$ cat src/rtl/key_expand_seq.sv
// key_expand_seq: iterative AES-128 key schedule. Loads a cipher key on
// start and streams round keys 0..ROUNDS over a valid/ready handshake.
// Also contains aes_sbox, the forward AES byte S-box used for SubWord.

module aes_sbox (
  input  logic [7:0] in_byte,
  output logic [7:0] out_byte
);

  // GF(2^8) multiply modulo x^8+x^4+x^3+x+1
  function automatic logic [7:0] gf_mul(input logic [7:0] a, input logic [7:0] b);
    logic [7:0] p;
    logic [7:0] aa;
    p  = '0;
    aa = a;
    for (int unsigned i = 0; i < 8; i++) begin
      if (b[i]) p = p ^ aa;
      aa = {aa[6:0], 1'b0} ^ (aa[7] ? 8'h1b : 8'h00);
    end
    return p;
  endfunction

  // Multiplicative inverse as x^254 (maps 0 to 0 as the S-box requires)
  function automatic logic [7:0] gf_inv(input logic [7:0] x);
    logic [7:0] sq;
    logic [7:0] acc;
    sq  = x;
    acc = 8'h01;
    for (int unsigned i = 1; i < 8; i++) begin
      sq  = gf_mul(sq, sq);
      acc = gf_mul(acc, sq);
    end
    return acc;
  endfunction

  logic [7:0] inv;

  // Inverse followed by the FIPS-197 affine transform
  always_comb begin
    inv      = gf_inv(in_byte);
    out_byte = inv
             ^ {inv[6:0], inv[7]}
             ^ {inv[5:0], inv[7:6]}
             ^ {inv[4:0], inv[7:5]}
             ^ {inv[3:0], inv[7:4]}
             ^ 8'h63;
  end

endmodule

module key_expand_seq #(
  parameter int unsigned ROUNDS = 10
) (
  input  logic         clk,
  input  logic         rst_n,
  input  logic         start,
  input  logic [127:0] key_in,
  input  logic         rk_ready,
  output logic         rk_valid,
  output logic [127:0] rk_out,
  output logic [3:0]   rk_round,
  output logic         busy,
  output logic         done
);

  localparam logic [3:0] LAST = ROUNDS[3:0];

  typedef enum logic {
    IDLE,
    RUN
  } state_e;

  state_e       state_q, state_d;
  logic [127:0] key_q, key_d;
  logic [3:0]   round_q, round_d;
  logic [7:0]   rcon_q, rcon_d;
  logic         valid_q, valid_d;
  logic         done_q, done_d;

  logic [31:0]  rot_w;
  logic [31:0]  sub_w;
  logic [31:0]  temp_w;
  logic [31:0]  w0_n, w1_n, w2_n, w3_n;
  logic [127:0] next_key;

  assign rot_w = {key_q[23:0], key_q[31:24]};

  for (genvar i = 0; i < 4; i++) begin : g_sbox
    aes_sbox u_sbox (
      .in_byte  (rot_w[8*i +: 8]),
      .out_byte (sub_w[8*i +: 8])
    );
  end

  // Next round key derived purely from the registered key and rcon
  always_comb begin
    temp_w   = sub_w ^ {rcon_q, 24'h0};
    w0_n     = key_q[127:96] ^ temp_w;
    w1_n     = key_q[95:64]  ^ w0_n;
    w2_n     = key_q[63:32]  ^ w1_n;
    w3_n     = key_q[31:0]   ^ w2_n;
    next_key = {w0_n, w1_n, w2_n, w3_n};
  end

  // Next-state and datapath update; everything holds unless a transfer occurs
  always_comb begin
    state_d = state_q;
    key_d   = key_q;
    round_d = round_q;
    rcon_d  = rcon_q;
    valid_d = valid_q;
    done_d  = 1'b0;
    case (state_q)
      IDLE: begin
        if (start) begin
          key_d   = key_in;
          round_d = '0;
          rcon_d  = 8'h01;
          valid_d = 1'b1;
          state_d = RUN;
        end
      end
      RUN: begin
        if (valid_q && rk_ready) begin
          if (round_q == LAST) begin
            valid_d = 1'b0;
            done_d  = 1'b1;
            state_d = IDLE;
          end else begin
            key_d   = next_key;
            round_d = round_q + 4'd1;
            rcon_d  = {rcon_q[6:0], 1'b0} ^ (rcon_q[7] ? 8'h1b : 8'h00);
          end
        end
      end
      default: state_d = IDLE;
    endcase
  end

  // State and output registers
  always_ff @(posedge clk or negedge rst_n) begin
    if (!rst_n) begin
      state_q <= IDLE;
      key_q   <= '0;
      round_q <= '0;
      rcon_q  <= 8'h01;
      valid_q <= 1'b0;
      done_q  <= 1'b0;
    end else begin
      state_q <= state_d;
      key_q   <= key_d;
      round_q <= round_d;
      rcon_q  <= rcon_d;
      valid_q <= valid_d;
      done_q  <= done_d;
    end
  end

  assign rk_valid = valid_q;
  assign rk_out   = key_q;
  assign rk_round = round_q;
  assign busy     = (state_q == RUN);
  assign done     = done_q;

endmodule

$ cat config.mk
export PLATFORM = sky130hd
export DESIGN_NAME = key_expand_seq
export DESIGN_NICKNAME = d
export VERILOG_FILES = /design/src/rtl/key_expand_seq.sv
export SDC_FILE = /design/constraint.sdc
export NUM_CORES = 2
export LEC_CHECK = 0
export BUFFER_PORTS_ARGS = -buffer_cell sky130_fd_sc_hd__buf_4
export CAP_MARGIN = 40
export CORE_AREA = 2 2 401 403
export CTS_CLUSTER_SIZE = 12
export DETAILED_ROUTE_END_ITERATION = 8
export DIE_AREA = 0 0 403 405
export PLACE_DENSITY = 0.62
export SYNTH_ARGS = -nofsm -noshare
export SYNTH_HDL_FRONTEND = slang
export SYNTH_SLANG_ARGS = --single-unit
$ cat constraint.sdc
create_clock -name clk -period 18.92 [get_ports clk]
set_input_delay 1.892 -clock clk [delete_from_list [all_inputs] [get_ports clk]]
set_output_delay 1.892 -clock clk [all_outputs]
set_load 0.01 [all_outputs]
==> results.toml <==
[outcome]
status = "completed"

[timing]
finalCriticalPeriod_ps = 17920
drv_slew = 0
period_share_pct = 94.7
setup_violations = 0
fin_tns_setup_ps = 0
worst-slew-pin-transition_ps = 953
relSlewSlack_pct = 36.0
hold_violations = 0
clock_skew_ps = 36.7
max_freq_ghz = 0.0558

[floorplan]
ios = 267
core_mm2 = 0.159
die_x_um = 403
rows = 147
dieArea_mm2 = 0.163
initial_core_util_pct = 39.8
die_h_um = 405

[worst_setup_path]
path_buf_inv = 4
r2r_slack_ps = 1000
worst-endpoint-required_ps = 19330
slowest_delay_ps = 680
path_max_fanout = 21
crit_type = "flip-flop to flip-flop"
cp-end-kind = "flip-flop"
start_kind = "flip-flop"
worst_path_max_delay_cell = "dfrtp_1"
cp_top_family = "XOR/XNOR gates"
r2r-start = "rk_out[8]"
critPathLaunch = "rk_out[8]"
arrival_ps = 18330
rr_endpoint = "rk_out[20]"
crit_cells = 51
reg2reg_depth = 51

[synth]
synthMuxAreaShare_pct = 5.24
syn_inst = 8175
synth_top_family_by_area = "XOR/XNOR gates"
synthXorXnorAreaFrac_pct = 48.3
async_flop_share_pct = 100
synthFlopType = "dfrtp_1"
synth_compound_area_share_pct = 16.8
synth-adder-area-share_pct = 0.462
synth_area_leader_cell = "xnor2_1"
synth-seq-cells = 143
synth_area_mm2 = 0.0633
avgSynthCellArea_um2 = 7.75
synthTopCellsByArea = "xnor2_1, xnor3_1, nor2_1"
yosysWarnings = 0
syn_nets = 8328
synth.distinct_cells = 121
synthSimpleGateAreaFrac_pct = 19.1
synthDominantCellAreaShare_pct = 20.7
ys_seq_area_share_pct = 5.65
synth_edf_count = 0

[global_route]
grt_pass1_wl_um = 335000
antenna_found_initial = 12
grt_overflow = 0
grt_max_degree = 81
track_usage_pct = 25.7
grt_pass1_vias = 56100

[routing]
num_vias = 60100
drc = 0
firstDrtPassIters = 6
viasPerCell = 5.81
antenna_left = 0
wire_per_inst_um = 21.1
wirelength_um = 218000
dr.first_iter.drc_count = 5361

[cells_and_area]
drive_gt1_share_pct = 12.2
nets = 8390
fillCellCount = 16000
regArea_mm2 = 0.00358
multi_input_area_mm2 = 0.0574
syn2layout_area_growth_pct = 9.41
finish.instance_area_mm2 = 0.0693

[place]
place.gp.congestion = 0.954
port_buffers = 266
dpl_cell_area_mm2 = 0.0686
dp_hpwl_um = 166000

[clock_tree]
clock_sinks = 143
cts_tree = "done"
clockRootBuffer = "clkbuf_16"
cts_resized = 0
clock_tree.buffer_depth = 2
ctsHoldBuffers = 0
cts_buffers = 17
path_clk_slew_ps = 70
post_cts_buffers = 0
htree_num_levels = 4
clock_latency_ps = 510

[hold_path]
min_delay_path_depth = 2
hold_end = "rcon_q[5]"
hold_start = "rcon_q[4]"
min_path_type = "flip-flop to flip-flop"

[flow_run]
cap_violations = 0
-- cells in the final DEF (no fill, tap or decap), types with 20 or more instances in the layout --
cell type	n
o21ai_1	37
xor3_1	61
nand2b_1	60
nor3_1	206
a21o_1	27
nor2_1	1148
buf_4	592
a221oi_1	32
a31oi_1	80
nand3_1	218
a21oi_1	435
a22oi_1	62
xor2_1	471
mux2i_1	260
xnor3_2	40
nor2b_1	61
nand4_1	23
nor4_1	20
nand2_1	781
o31ai_1	33
o221ai_1	21
or3_1	44
mux2_2	52
and3_1	42
dfrtp_1	140
xnor2_2	111
or2_2	23
inv_1	86
ha_1	21
o21ai_0	398
xor2_2	43
xnor3_1	387
o211ai_1	62
a211oi_1	68
o22ai_1	146
and2_1	44
xnor2_1	1458
-- per-layer routing --
metal,wire length (µm),vias to the layer above,global-route usage (%)
met2,98600,2452,41.2
met5,126,-,0
li1,-,28400,-
met1,92700,28900,34.4
met4,7510,22,8.67
met3,19000,319,5.03
-- cell families after synthesis --
logic type | Yosys count
simple gates | 2760
xor+xnor | 2589
compound gates | 1672
buf+inv | 667
mux | 320
flops | 143
fa+ha+maj | 24
-- metrics by stage --
stage               util, %  hold slack [ps]  cells  worst slack (ps)
finish                 43.5              524  10300               996
global route           43.5              554  10300             -12.0
CTS                    43.4              519  10300               610
detailed placement     43.1              502  10300               716
global placement       42.8              497  10300               840
floorplan                 -              481   8175              3090
-- how the worst max path moves through the flow --
stage,to,slack [ps]
after detailed placement,rk_out[22],720
after global routing,rk_out[23],-10
after CTS,rk_out[22],610
final,rk_out[20],1000
after floorplan,rk_out[63],3090
after global placement,rk_out[22],840
-- layout make-up --
| type | count | area share [%] |
|---|---|---|
| clock inverters | 13 | 0.220 |
| inverters | 100 | 0.542 |
| multi-input cells | 7366 | 82.8 |
| well taps | 2086 | 3.77 |
| repair buffers | 609 | 6.83 |
| diodes | 5 | 0.0181 |
| clock buffers | 18 | 0.634 |
| flip-flops and latches | 143 | 5.17 |
-- cells in the mapped netlist (all sizes together), types with 19 or more instances --
master,number
a211oi,71
a21o,27
a21oi,437
a221oi,37
a22oi,64
a31oi,83
a32oi,19
and2,47
and3,42
buf,208
clkbuf,359
dfrtp,142
ha,21
inv,93
mux2,55
mux2i,262
nand2,785
nand2b,60
nand3,218
nand4,24
nor2,1160
nor2b,62
nor3,210
nor4,21
o211ai,64
o21a,19
o21ai,435
o221ai,22
o22ai,146
o31ai,33
or2,27
or3,45
xnor2,1579
xnor3,427
xor2,518
xor3,65
-- sequential cells by signal, summed over array words and instances, names as in the netlist --
signal	count
done	1
rk_out	128
rk_round	4
rcon_q	8
busy	1
rk_valid	1
-- tightest hold or removal path, stage by stage, from the launching register on --
cell and delay [ps]:
dfrtp_1 380, nand2_1 60, nand2_1 50
Power is left out: the tool's default activity adds up to more than one toggle a clock period on the data nets, which glitch-free logic cannot reach.
